### src/rtl/tpu_isa_pkg.sv
// Shared ISA opcode map and sequencer state/error encodings for the TPU front end.
package tpu_isa_pkg;

    localparam logic [2:0] OP_NOP         = 3'b000;
    localparam logic [2:0] OP_LOAD_ADDR   = 3'b001;
    localparam logic [2:0] OP_LOAD_WEIGHT = 3'b010;
    localparam logic [2:0] OP_LOAD_INPUTS = 3'b011;
    localparam logic [2:0] OP_VALID       = 3'b100;
    localparam logic [2:0] OP_STORE       = 3'b101;
    localparam logic [2:0] OP_HALT        = 3'b111;

    // Raw state codes kept as constants so older tooling can decode the register directly.
    localparam logic [2:0] ST_IDLE     = 3'd0;
    localparam logic [2:0] ST_FETCH    = 3'd1;
    localparam logic [2:0] ST_CAPTURE  = 3'd2;
    localparam logic [2:0] ST_ISSUE    = 3'd3;
    localparam logic [2:0] ST_WAIT_CMP = 3'd4;
    localparam logic [2:0] ST_DONE     = 3'd5;

    typedef enum logic [2:0] {
        S_IDLE     = ST_IDLE,
        S_FETCH    = ST_FETCH,
        S_CAPTURE  = ST_CAPTURE,
        S_ISSUE    = ST_ISSUE,
        S_WAIT_CMP = ST_WAIT_CMP,
        S_DONE     = ST_DONE
    } seq_state_t;

    localparam logic [1:0] ERR_NONE    = 2'b00;
    localparam logic [1:0] ERR_OVERRUN = 2'b01;
    localparam logic [1:0] ERR_TIMEOUT = 2'b10;

endpackage

### src/rtl/instruction_sequencer.sv
// Program counter and fetch/issue engine: fetches from sync-read instruction memory and
// offers each instruction to the decoder for one cycle, honouring back-pressure and compute waits.
module instruction_sequencer
    import tpu_isa_pkg::*;
#(
    parameter int INSTR_W    = 16,
    parameter int ADDR_W     = 8,
    parameter int PROG_DEPTH = 256,
    parameter int TIMEOUT    = 1024
) (
    input  logic               clk,
    input  logic               reset,
    input  logic               start,
    output logic               imem_rd_en,
    output logic [ADDR_W-1:0]  imem_addr,
    input  logic [INSTR_W-1:0] imem_rdata,
    input  logic               dp_busy,
    input  logic               compute_done,
    output logic [INSTR_W-1:0] instr,
    output logic               instr_valid,
    output logic [ADDR_W-1:0]  pc,
    output logic               running,
    output logic               done,
    output logic [1:0]         err_code
);

    localparam int              CNT_W   = (TIMEOUT > 0) ? $clog2(TIMEOUT + 1) : 1;
    localparam bit              TO_EN   = (TIMEOUT != 0);
    localparam logic [CNT_W-1:0] CNT_MAX = '1;
    localparam logic [CNT_W-1:0] TO_LAST = CNT_W'((TIMEOUT > 0) ? TIMEOUT - 1 : 0);
    localparam logic [ADDR_W-1:0] LAST_PC = ADDR_W'(PROG_DEPTH - 1);

    seq_state_t         state;
    logic [INSTR_W-1:0] ir;
    logic [CNT_W-1:0]   wait_cnt;
    logic [2:0]         opcode;
    logic               issue_fire;
    logic               advance;
    logic               timeout_hit;

    assign opcode      = ir[INSTR_W-1 -: 3];
    assign issue_fire  = (state == S_ISSUE) && (opcode != OP_HALT) && !dp_busy;
    assign timeout_hit = TO_EN && (wait_cnt == TO_LAST);

    // Moving to the next instruction: a non-VALID issue, or the end of a compute wait.
    assign advance = (issue_fire && (opcode != OP_VALID))
                   || ((state == S_WAIT_CMP) && compute_done);

    always_ff @(posedge clk) begin
        if (reset) begin
            state    <= S_IDLE;
            pc       <= '0;
            ir       <= '0;
            wait_cnt <= '0;
            err_code <= ERR_NONE;
        end else begin
            case (state)
                S_IDLE: begin
                    if (start) begin
                        state    <= S_FETCH;
                        pc       <= '0;
                        err_code <= ERR_NONE;
                    end
                end
                S_FETCH:   state <= S_CAPTURE;
                S_CAPTURE: begin
                    ir    <= imem_rdata;
                    state <= S_ISSUE;
                end
                S_ISSUE: begin
                    if (opcode == OP_HALT) begin
                        state <= S_DONE;
                    end else if (issue_fire && (opcode == OP_VALID)) begin
                        state    <= S_WAIT_CMP;
                        wait_cnt <= '0;
                    end
                end
                S_WAIT_CMP: begin
                    if (wait_cnt != CNT_MAX) begin
                        wait_cnt <= wait_cnt + 1'b1;
                    end
                    if (!compute_done && timeout_hit) begin
                        state    <= S_DONE;
                        err_code <= ERR_TIMEOUT;
                    end
                end
                S_DONE:  state <= S_IDLE;
                default: state <= S_IDLE;
            endcase

            // NOTE: with non-blocking assignments the last write in the block wins, so this
            // step overrides the per-state next-state above whenever advance is set.
            if (advance) begin
                if (pc == LAST_PC) begin
                    state    <= S_DONE;
                    err_code <= ERR_OVERRUN;
                end else begin
                    pc    <= pc + 1'b1;
                    state <= S_FETCH;
                end
            end
        end
    end

    assign imem_rd_en  = (state == S_FETCH);
    assign imem_addr   = pc;
    assign instr       = issue_fire ? ir : '0;
    assign instr_valid = issue_fire;
    assign running     = (state != S_IDLE);
    assign done        = (state == S_DONE);

endmodule

### config.mk
export PLATFORM = sky130hd
export DESIGN_NAME = instruction_sequencer
export DESIGN_NICKNAME = d
export VERILOG_FILES = /design/src/rtl/tpu_isa_pkg.sv /design/src/rtl/instruction_sequencer.sv
export SDC_FILE = /design/constraint.sdc
export NUM_CORES = 1
export LEC_CHECK = 0
export CORE_UTILIZATION = 25
export DETAILED_ROUTE_END_ITERATION = 8
export GPL_TIMING_DRIVEN = 0
export SYNTH_ARGS = -nofsm -noshare
export SYNTH_HDL_FRONTEND = slang
export SYNTH_SLANG_ARGS = --single-unit
export TNS_END_PERCENT = 10
### constraint.sdc
create_clock -name clk -period 2.01 [get_ports clk]
set_input_delay 0.402 -clock clk [delete_from_list [all_inputs] [get_ports clk]]
set_output_delay 0.402 -clock clk [all_outputs]
set_load 0.05 [all_outputs]
* Word-level counts from Yosys, hierarchy flattened
Cells that the tools add are included.
Storage, ports and cells: register bits 40, input bits 21, word-level logic and storage cells 60
Operators by class: add/subtract/negate cells 2, equal/unequal tests 18, muxes and demuxes 21, reduce and logical (&&, ||, !) cells 14
Operators with widths (count):
- $mux 11 | 3
- $mux 8 | 4
- $pmux 11 s2 | 1
- $mux 3 | 6
- $mux 16 | 1
- $pmux 3 s5 | 1
- $eq 3x3->1 const B | 4
- $add 11x1->11 const B | 1
- $eq 11x10->1 const B | 1
- $ne 11x11->1 const B | 1
- $ne 3x3->1 const B | 3
- $add 8x1->8 const B | 1
- $eq 8x8->1 const B | 1
- $mux 2 | 4
- $eq 3x2->1 const B | 2
- $logic_and 1x1->1 | 6
- $ne 2x1->1 const B | 2
- $ne 4x2->1 const B | 1
- $pmux 2 s2 | 1
- $reduce_and 4->1 | 1
- $eq 3x1->1 const B | 1
- $logic_not 3->1 | 1
- $ne 3x2->1 const B | 1
- $reduce_and 3->1 | 1
- 5 further kinds | 6

* Longest topological paths before layout
Gate-level depths: netlist of run 1.
word-level depth 8, gate-level depth with buffers 7, mapped depth without buffers 6

* Worst setup path after synthesis of run 1
No wires, ideal clock.
kind input-to-output, from input dp_busy, to output instr[10], arrival time 2155 ps, data required time 1608 ps, path slack -547 ps, cell stages on the path 4, buffers on the path 1, path through and4bb_1 -> a21boi_1 -> clkbuf_1 -> and2_1
Between the ends: cells in the longest elaborated chain, start to end 3
RTL lines:
- from (decl) | RTL line instruction_sequencer.sv:17 | input logic dp_busy,
- $logic_not 1->1 | RTL line instruction_sequencer.sv:42 | assign issue_fire = (state == S_ISSUE) && (opcode != OP_HALT) && !dp_busy;
- $logic_and 1x1->1 | RTL line instruction_sequencer.sv:42
- via instr_valid | RTL line instruction_sequencer.sv:20 | output logic instr_valid,
- $mux 16 | RTL line instruction_sequencer.sv:107 | assign instr = issue_fire ? ir : '0;
- to (decl) | RTL line instruction_sequencer.sv:19 | output logic [INSTR_W-1:0] instr,
The timed path passes the listed nets, and every way through them passes these cells.

* Worst setup path in the final report of run 1
from register state[0], to output instr[10]
Between the ends: cells in the longest elaborated chain, start to end 4
RTL lines:
- from (decl) | RTL line instruction_sequencer.sv:33 | seq_state_t state;
- from (signal assigned) | RTL line instruction_sequencer.sv:51 | state <= S_IDLE;
- from (signal assigned) | RTL line instruction_sequencer.sv:60 | state <= S_FETCH;
- from (signal assigned) | RTL line instruction_sequencer.sv:65 | S_FETCH: state <= S_CAPTURE;
- $eq 3x2->1 | RTL line instruction_sequencer.sv:42
- $logic_and 1x1->1 (2 in series) | RTL line instruction_sequencer.sv:42
- $mux 16 | RTL line instruction_sequencer.sv:107
No other way between the ends.

==> metrics.md, run 1 <==
| Metric | Value |
|---|---|
| Std-Cell Rows | 32 |
| Crit path buffers/inverters | 3 |
| Detailed-route vias per instance | 4.65 |
| Global Route met2 Usage | 0.189 |
| Count of unique library cells instantiated by Yosys | 51 |
| Global-route wire length before repair | 8660 um |
| Share of total power in combinational logic | 0.359 |
| Detailed router's first-iteration violation count | 71 |
| Final critical-path share of the clock period | 1.02 |
| Leak | 1.26 nW |
| Overall die area | 0.00864 mm2 |
| Die outline width | 93.0 um |
| Sinks on Clock Net | 40 |
| # nets final | 348 |
| Logic depth of the worst register-to-register path | 7 |
| Maximum clock frequency | 0.487 GHz |
| Peak-usage layer in the global routing report | met2 |
| Max stage delay cell, worst path | sky130_fd_sc_hd__dfxtp_2 |
| Reg2Reg Capture Point | imem_addr[2] |
| Post-route worst setup slack | -45.5 ps |
| Number of top-level pins | 59 |
| Total via count in the routed design | 1,991 |
| Placement Setup Slack | -1160 ps |
| Termination of the worst setup path | instr[10] |
| Post-CTS clock slew at the launch and capture registers of the worst setup and hold paths | 90 ps |
| Remaining max-slew budget at the tightest pin | 0.651 |
| Final wirelength | 5250 um |
| DRC errors left | 0 |
| Min-Delay Path Class | flip-flop to flip-flop |
| Setup-failing EPs final | 14 |
| Clock Tree Root | sky130_fd_sc_hd__clkbuf_8 |
| Placer Congestion | 0.729 |
| Async SR Flop Fraction | 0 |
| Flop pwr share | 0.402 |
| Startpoint of the worst setup timing path | state[0] |
| Flop and latch count out of synthesis | 40 |
| Status | finished, violations left |
| Met3 usage in global routing | 0.0337 |
| Switching component of the power | 0.000884 W |
| Category of the worst setup path capture point | output pin |
| Yosys top cell area share | 0.387 |
| Stages on the worst setup path | 6 |
| Series of cell instances along the critical path | buf_6, and4bb_2, a21boi_4, buf_8, and2_4, buf_8 |
| TritonCTS clock tree | built |
| Clk Latency, worst-skew pair | 300 ps |
| Tot GR Track Use | 0.126 |
| Global Route met1 Usage | 0.167 |
| Post-detailed-route wirelength per cell | 12.3 um |
| Final Skew | 14.1 ps |
| Avg Inst Size Synth | 8.17 um2 |
| Family of cells with the greatest summed delay on the critical path | simple AND/OR/NAND/NOR gates |
| Area inside the core boundary | 0.00785 mm2 |
| Overall overflow remaining after global route | 0 |
| Worst path most repeated cell | sky130_fd_sc_hd__buf_8 |
| CTS Buf Count | 5 |
| Count of flip-flops with a built-in enable after synthesis | 0 |
| Count of input and output buffers | 58 |
| Largest fanout of any net on the critical path | 7 |
| Sequential-to-total area share from yosys stat | 0.387 |
| Switching Fraction | 0.370 |
| Instance count along the most critical hold path | 2 |
| Setup repair after global routing missed its margin | true |
| Initial antenna violation count | 0 |
| Internal power | 0.00150 W |
| Biggest area contributors in the synthesized netlist | sky130_fd_sc_hd__dfxtp_1 (39%), sky130_fd_sc_hd__nand2_1 (7.6%), sky130_fd_sc_hd__a21oi_1 (6.0%), sky130_fd_sc_hd__and2_1 (5.4%), sky130_fd_sc_hd__buf_4 (4.4%) |
| Type of the worst setup path | flip-flop to output pin |
| Total negative slack | -434 ps |
| Worst-case register-to-register setup slack | 100 ps |
| Starting density of the core | 0.264 |
| Worst path arrival time | 1650 ps |
| Residual antenna-violating net count after detailed routing | 0 |
| Clock Tree Buf Depth | 2 |
| Dominant register cell in the synthesized netlist | sky130_fd_sc_hd__dfxtp_1 |
| Power density over the cells | 783 mW/mm2 |
| Net count of the mapped netlist | 276 |
| Number of violations of the max-capacitance limit | 0 |
| Max rail drop VDD | 0.000476 V |
| Count of synthesis-stage warnings from yosys | 0 |
| HPWL Detailed | 3640 um |
| Post-synthesis cell area | 0.00207 mm2 |
| Final Hold Vio Count | 0 |
| Data required time of the critical path | 1610 ps |
| Pins over their slew limit | 0 |
| Total Power | 0.00239 W |
| Maximum number of pins on one net before global-route repair | 13 |
| Cell count after synthesis | 253 |
| Proportion of layout cells with a drive suffix above 1 | 0.255 |
| Number of global-route vias before repair | 1,806 |
| Number of detailed-routing iterations run before antenna repair | 4 |
| Launching element type of the critical path | flip-flop |
| Violated checks | negative setup slack |
| Antenna cells | 0 |
| Largest area contributor in the synthesized netlist | sky130_fd_sc_hd__dfxtp_1 |
| Crit Reg-Reg Startpoint | state[0] |
| Final period demand of the worst path | 2060 ps |
| Area grow syn2layout | 47.4% |
| Power share of the clock group | 0.238 |
| Min-Delay Startpoint | ir[4] |
| H-tree depth reported by CTS | 2 |
| DIE HEIGHT | 93.0 um |
| Worst Tran Pin Value | 522 ps |
| Slowest cell delay on critical path | 330 ps |
[worst register-to-register path, stage by stage (launching register included)]
cell and delay (ps):
sky130_fd_sc_hd__dfxtp_2 330, sky130_fd_sc_hd__buf_6 120, sky130_fd_sc_hd__buf_4 140, sky130_fd_sc_hd__nor3b_2 290
sky130_fd_sc_hd__and2_1 230, sky130_fd_sc_hd__nor2_1 120, sky130_fd_sc_hd__or4b_1 480, sky130_fd_sc_hd__o311ai_0 110
[cell usage in the layout (no fill, tap or decap), types with 4 or more instances in the layout]
cell type	instances
sky130_fd_sc_hd__a21oi_1	25
sky130_fd_sc_hd__clkbuf_1	9
sky130_fd_sc_hd__and2_4	11
sky130_fd_sc_hd__dfxtp_1	37
sky130_fd_sc_hd__dlymetal6s2s_1	5
sky130_fd_sc_hd__dlygate4sd2_1	4
sky130_fd_sc_hd__buf_8	12
sky130_fd_sc_hd__xor2_1	8
sky130_fd_sc_hd__and2_1	4
sky130_fd_sc_hd__nand3_1	14
sky130_fd_sc_hd__nor2_1	19
sky130_fd_sc_hd__clkbuf_8	6
sky130_fd_sc_hd__nand2b_1	6
sky130_fd_sc_hd__nand2_1	42
sky130_fd_sc_hd__clkdlybuf4s50_1	22
sky130_fd_sc_hd__buf_6	8
sky130_fd_sc_hd__buf_4	24
[synth_stat cells, types with 3 or more instances]
cell type,n
sky130_fd_sc_hd__nand2b_1,6
sky130_fd_sc_hd__nor2_1,19
sky130_fd_sc_hd__clkbuf_1,9
sky130_fd_sc_hd__xor2_1,8
sky130_fd_sc_hd__dfxtp_1,40
sky130_fd_sc_hd__and2_1,18
sky130_fd_sc_hd__nand2_1,42
sky130_fd_sc_hd__nand4_1,3
sky130_fd_sc_hd__a21oi_1,25
sky130_fd_sc_hd__nand3_1,14
sky130_fd_sc_hd__o21ai_0,3
sky130_fd_sc_hd__buf_4,12
sky130_fd_sc_hd__and3_1,3
[cells by family after synthesis]
family / count (synthesis) / synth area share
adders and majority gates: 2 / 0.0121
xor gates and xnor gates: 10 / 0.0424
muxes: 2 / 0.00968
DFF: 40 / 0.387
AOI/OAI and AO/OA: 48 / 0.158
and+or+nand+nor: 128 / 0.327
buffers and inverters: 23 / 0.0641
[through the flow]
step,cell area [um2],util,instances,hold slack [ps]
after floorplan,2090,-,253,432
after global placement,2800,0.357,413,437
after detailed placement,2800,0.357,413,443
after CTS,2960,0.377,426,453
after global routing,3050,0.389,428,467
final,3050,0.389,428,456
[state kept, by name, indices dropped and copies added (netlist names)]
name       flops
err_code       2
ir            16
state          3
imem_addr      8
wait_cnt      11
[power groups by stage]
stage          sequential, W  clock [W]  combinational, W
2_1_floorplan       0.000959          0          0.000579
3_3_place_gp        0.000963          0          0.000803
3_5_place_dp        0.000967          0          0.000807
4_1_cts             0.000956   0.000582          0.000834
5_1_grt             0.000977   0.000616          0.000941
6_report            0.000961   0.000569          0.000858
[layer usage]
metal / share of wire / up-vias
met3: 0.059 / 10
met1: 0.48 / 911
met5: 0 / -
met4: 0.022 / 0
li1: - / 1017
met2: 0.44 / 53
[repair_timing]
action,in CTS,in global routing
pin swaps,3,7
hold buffers,0,0
setup buffers,3,2
setup endpoints to repair,30,37
cloned,2,0
resized for setup,142,35
[layout make-up]
cell class,count,area (um2)
plain buffers,22,144
clock buffers,7,86.3
clock inverters,1,7.51
fillers,838,4800
inverters,1,3.75
multi-input cells,191,1200
flip-flops and latches,40,805
well taps,102,128
repair buffers,64,674
[worst min path at each step]
| stage | endpoint | slack, ps |
|---|---|---|
| 2_1_floorplan | ir[10] | 430 |
| 3_3_place_gp | ir[9] | 440 |
| 3_5_place_dp | ir[8] | 440 |
| 4_1_cts | ir[8] | 450 |
| 5_1_grt | ir[4] | 470 |
| 6_report | ir[4] | 460 |
Note: power is estimated with default switching activity, not from simulation.
==> run 2: changes to the inputs <==
- CORE_UTILIZATION: 25 -> 30
- TNS_END_PERCENT: 10 -> 100
==> metrics.md, run 2 (same netlist as run 1, synthesis figures left out) <==
| Metric | Value |
|---|---|
| Number of global-route vias before repair | 1,807 |
| Clock Tree Root | sky130_fd_sc_hd__clkbuf_8 |
| Logic depth of the worst register-to-register path | 7 |
| Finished Core Util | 0.472 |
| Highest metal layer used by the detailed router | met4 |
| Crit Reg-Reg Startpoint | state[0] |
| Maximum number of pins on one net before global-route repair | 12 |
| Leak | 1.28 nW |
| Area grow syn2layout | 48.3% |
| Worst Tran Pin Value | 550 ps |
| Setup repair after global routing missed its margin | true |
| Power density over the cells | 780 mW/mm2 |
| Final wirelength | 4950 um |
| H-tree depth reported by CTS | 2 |
| Setup-failing EPs final | 15 |
| Overall overflow remaining after global route | 0 |
| Starting density of the core | 0.318 |
| Largest Register | ir |
| # nets final | 348 |
| Post-CTS Hold Buffers | 0 |
| Status | finished, violations left |
| WL met1 | 2340 um |
| Reg2Reg Capture Point | wait_cnt[7] |
| Die outline width | 85.0 um |
| Series of cell instances along the critical path | clkdlybuf4s15_1, and4bb_2, a21boi_4, buf_6, and2_4, buf_8 |
| Met3 Routed Length | 273 um |
| Number of violations of the max-capacitance limit | 0 |
| Violated checks | negative setup slack |
| Total via count in the routed design | 1,965 |
| Initial antenna violation count | 0 |
| Max rail drop VDD | 0.000328 V |
| Pins over their slew limit | 0 |
| Count of input and output buffers | 58 |
| Overall die area | 0.00723 mm2 |
| End point of the most critical hold path | ir[0] |
| Category of the worst setup path capture point | output pin |
| Type of the worst setup path | input pin to output pin |
| Placement Setup Slack | -1100 ps |
| Detailed router's first-iteration violation count | 91 |
| Worst-case register-to-register setup slack | 100 ps |
| Residual antenna-violating net count after detailed routing | 0 |
| HPWL Detailed | 3450 um |
| Final critical-path share of the clock period | 1.03 |
| Area inside the core boundary | 0.00649 mm2 |
| Detailed-route vias per instance | 4.89 |
| DRC errors left | 0 |
| Clk Latency, worst-skew pair | 290 ps |
| Proportion of layout cells with a drive suffix above 1 | 0.246 |
| Area of the multi-input gates | 0.00119 mm2 |
| Final period demand of the worst path | 2070 ps |
| Maximum clock frequency | 0.483 GHz |
| Std-Cell Rows | 29 |
| TritonCTS clock tree | built |
| Global-route wire length before repair | 8400 um |
| Slowest cell delay on critical path | 330 ps |
| Max stage delay cell, worst path | sky130_fd_sc_hd__and4bb_2 |
| Instance count along the most critical hold path | 2 |
| Worst path arrival time | 1670 ps |
| Largest fanout of any net on the critical path | 5 |
| Tot GR Track Use | 0.145 |
| Antenna cells | 0 |
| DIE HEIGHT | 85.0 um |
| Data required time of the critical path | 1610 ps |
| Sinks on Clock Net | 40 |
| Number of flip-flops in the largest register | 16 |
| Number of detailed-routing iterations run before antenna repair | 4 |
| Min-Delay Path Class | flip-flop to flip-flop |
| Number of top-level pins | 59 |
| Most common cell after layout, fill and taps aside | sky130_fd_sc_hd__nand2_1 |
| Post-detailed-route wirelength per cell | 12.3 um |
| Placer Congestion | 0.744 |
| CTS Buf Count | 5 |
| Min-Delay Startpoint | ir[0] |
| Final Skew | 6.25 ps |
| Post-CTS clock slew at the launch and capture registers of the worst setup and hold paths | 70 ps |
| Clock Tree Buf Depth | 2 |
| Met2 wirelength from detailed routing | 2260 um |
| Commonest non-fill, non-tap cells in the layout | sky130_fd_sc_hd__nand2_1 (42), sky130_fd_sc_hd__dfxtp_1 (35), sky130_fd_sc_hd__a21oi_1 (25), sky130_fd_sc_hd__clkdlybuf4s50_1 (25), sky130_fd_sc_hd__nor2_1 (19) |
| Final Hold Vio Count | 0 |
| Post-route worst setup slack | -62.0 ps |
| Total area of sequential cells | 810 um2 |
| Launching element type of the critical path | input pin |
| Remaining max-slew budget at the tightest pin | 0.632 |
| Fill cells | 664 |
[run 2: changes by cell type in the layout (fill, tap and decap cells not counted), moves of 4 or more]
cell	change
sky130_fd_sc_hd__buf_4	-9
sky130_fd_sc_hd__buf_8	+6
sky130_fd_sc_hd__and2_4	+4
sky130_fd_sc_hd__dlygate4sd2_1	+5
sky130_fd_sc_hd__buf_6	-4
[run 2: how the worst max path moves through the flow]
stage	startpoint	to	slack (ps)	cells after the start
floorplan	imem_addr[1]	imem_addr[7]	9	7
global placement	dp_busy	instr[13]	-1090	6
detailed placement	dp_busy	instr[13]	-1100	6
CTS	state[0]	instr[13]	-90	6
global route	state[2]	instr[4]	-130	5
finish	dp_busy	instr[3]	-60	6
[run 2: repair_timing]
action	CTS	global route
endpoints found under the hold margin	0	0
gates resized for setup	169	21
buffers inserted	5	2
setup endpoints to repair	28	35
pin swaps	13	2
gates cloned	1	0
[run 2: cell type report]
cell class              instances  area share
clock buffers                   7      0.0314
well taps                      77      0.0314
flip-flops and latches         40       0.264
plain buffers                  21      0.0436
inverters                       1     0.00122
multi-input cells             190       0.389
repair buffers                 66       0.239
[run 2: per-stage QoR]
step           power, W  cell area [um2]  setup TNS (ps)  cells  hold slack, ps
3_5_place_dp    0.00177             2770          -20880    388             442
4_1_cts         0.00240             3020            -975    401             453
5_1_grt         0.00255             3070           -1790    402             475
6_report        0.00239             3070            -720    402             455
3_3_place_gp    0.00177             2770          -20930    388             437
2_1_floorplan   0.00154             2090               0    253             432
[run 2: power breakdown]
group          switching [W]  internal (W)  leakage [nW]  total, W
Combinational       0.000506      0.000333         0.902  0.000839
Clock               0.000277      0.000306        0.0503  0.000583
Sequential         0.0000793      0.000892         0.326  0.000972
[run 2: worst max-delay path, delay by kind of cell]
kind	cells	cell delay [ps]
AOI/OAI and AO/OA	1	300
buffers and inverters	3	490
and+or+nand+nor	2	480
[run 2: layer usage]
metal / up-vias / track usage
li1: 1010 / -
met1: 904 / 0.190
met2: 45 / 0.228
met3: 6 / 0.0389
met4: 0 / 0.0524
met5: - / 0
==> RTL edit (config.mk and constraints of run 1) <==
Make the reset (`reset`) asynchronous in one clocked block.
--- a/src/rtl/instruction_sequencer.sv
+++ b/src/rtl/instruction_sequencer.sv
@@ -46,7 +46,7 @@
     assign advance = (issue_fire && (opcode != OP_VALID))
                    || ((state == S_WAIT_CMP) && compute_done);
 
-    always_ff @(posedge clk) begin
+    always_ff @(posedge clk or posedge reset) begin
         if (reset) begin
             state    <= S_IDLE;
             pc       <= '0;
Function: differs if reset is asserted again (counterexample within 4 cycles, from zero or initial values and one cycle with reset high); with reset held inactive, the same outputs for 10 cycles.
==> RTL edit against run 1 <==
  * The flow finishes with violations (DRC, setup timing)
  * Highest routed layer unchanged
  * Global-route usage down 0.21 points
  * Routed wire length up 10%
  * Worst setup slack improved by 0.013 ns
  * Critical path type unchanged
  * Critical path depth shrank 1
  * Die area rose by 11%
  * Worst hold slack worse by 0.017 ns
  * Sequential share of layout area is 2.9 points higher
  * Sequential cell count did not move
  * Area after synthesis up 11%
  * Final area is 13% higher
Power is not compared: it rests on default switching activity, and its combinational part moved more than twofold at a synthesized area within 25%.
==> RTL edit: results (changes against run 1) <==
INFO  metric run_status = finished with violations (unchanged)
INFO  metric violations = DRC, setup timing (was setup timing)
INFO  metric drt_iter0_drc = 58 (was 71)
INFO  metric worst_slew_pin_slew = 0.534 ns (was 0.522 ns)
INFO  metric netlist_top_cells_area = dfrtp_1 44%, mux2_2 7.8%, and2_1 4.9%, buf_4 3.3%, nand2_1 3.1% (was dfxtp_1 39%, nand2_1 7.6%, a21oi_1 6.0%, and2_1 5.4%, buf_4 4.4%)
INFO  metric worst_hold_path_type = primary input to async pin (was flop to flop)
INFO  metric first_global_vias = 1939 (was 1806)
INFO  metric crit_path_max_incr_delay = 0.44 ns (was 0.33 ns)
INFO  metric dr.pass1.iters = 6 (was 4)
INFO  metric grt_pass1_wl = 9.65 mm (was 8.66 mm)
INFO  metric drc = 4 (was 0)
INFO  metric grt.total_usage = 12.4% (was 12.6%)
INFO  metric dpl.hpwl = 4.03 mm (was 3.64 mm)
INFO  metric detailroute.via_count = 1962 (was 1991)
INFO  metric yosysUniqueCellTypes = 48 (was 51)
INFO  metric synthTopCellsByCount = 40 x dfrtp_1, 19 x nand2_1, 18 x and2_1, 16 x mux2_2, 10 x buf_4 (was 42 x nand2_1, 40 x dfxtp_1, 25 x a21oi_1, 19 x nor2_1, 18 x and2_1)
INFO  metric clock_path_buffers = 2 (unchanged)
INFO  metric gpl.final_weighted_congestion = 0.751 (was 0.729)
INFO  metric use_met3 = 3.29% (was 3.37%)
INFO  metric placed_cells = 393 (was 413)
INFO  metric detailroute.wirelength.met2 = 2.68 mm (was 2.30 mm)
INFO  metric cts-buffers-inserted = 5 (unchanged)
INFO  metric synth.mux.area_fraction = 10.9% (was 0.968%)
INFO  metric critical-path-slowest-cell = dfrtp_2 (was dfxtp_2)
INFO  metric layout.area.seq = 1010 sq um (was 805 sq um)
INFO  metric preCtsSetupSlack = -1.19 ns (was -1.16 ns)
INFO  metric wl_met1 = 2.73 mm (was 2.52 mm)
INFO  metric yosysMostFrequentCell = dfrtp_1 (was nand2_1)
INFO  metric synth_xor_area_share = 0.761% (was 4.23%)
INFO  metric setup_violations = 15 (was 14)
INFO  metric n_fill_cell = 861 (was 838)
INFO  metric post_synth_fa_ha_maj_area_fraction = 1.09% (was 1.21%)
INFO  metric synthesis.nets = 249 (was 276)
INFO  metric finalSetupTns = -0.328 ns (was -0.434 ns)
INFO  metric global_route.usage.met2 = 19.5% (was 18.9%)
INFO  metric path_delay_family = flip-flops (was simple AND/OR/NAND/NOR gates)
INFO  metric maximum_number_of_pins_on_one_net_before_global_route_repair = 23 (was 13)
INFO  metric post_route_cells_drive_above_1_share = 38.2% (was 25.5%)
INFO  metric post-route-worst-setup-slack = -0.0321 ns (was -0.0455 ns)
INFO  metric cts_repair_resize_count = 177 (was 142)
INFO  metric vias_per_cell = 4.80 (was 4.65)
INFO  metric seq_area_frac_synth = 43.5% (was 38.7%)
INFO  metric clock-skew-final = 0.00450 ns (was 0.0141 ns)
INFO  metric synth-compound-area-share = 14.4% (was 15.8%)
INFO  metric post_cts.repair.setup_buffers = 2 (was 3)
[RTL edit: changes by cell type after synthesis, moves of 12 or more]
cell / delta
mux2_2: +16
nand2_1: -23
dfxtp_1: -40
dfrtp_1: +40
a21oi_1: -21
nor2_1: -12
[RTL edit: path summary, 6_finish.rpt]
check / startpoint / to / slack [ns] / depth (start not counted)
setup / recovery: state[2] / instr[7] / -0.03 / 5
hold / removal: reset / wait_cnt[1] / 0.44 / 2
setup reg to reg: state[1] / wait_cnt[9] / 0.08 / 6
hold reg to reg: ir[7] / ir[7] / 0.51 / 1
max in group asynchronous: reset / ir[13] / 1.09 / 3
min in group clk: ir[7] / ir[7] / 0.51 / 1
[RTL edit: layout make-up]
type | instances | share of cell area (%)
buffer | 19 | 4.41
clock buffer | 5 | 2.00
clock inverter | 3 | 1.24
inverter | 7 | 0.765
multi-input combinational | 159 | 36.3
sequential | 40 | 29.3
tap | 108 | 3.94
timing repair buffer | 68 | 22.0
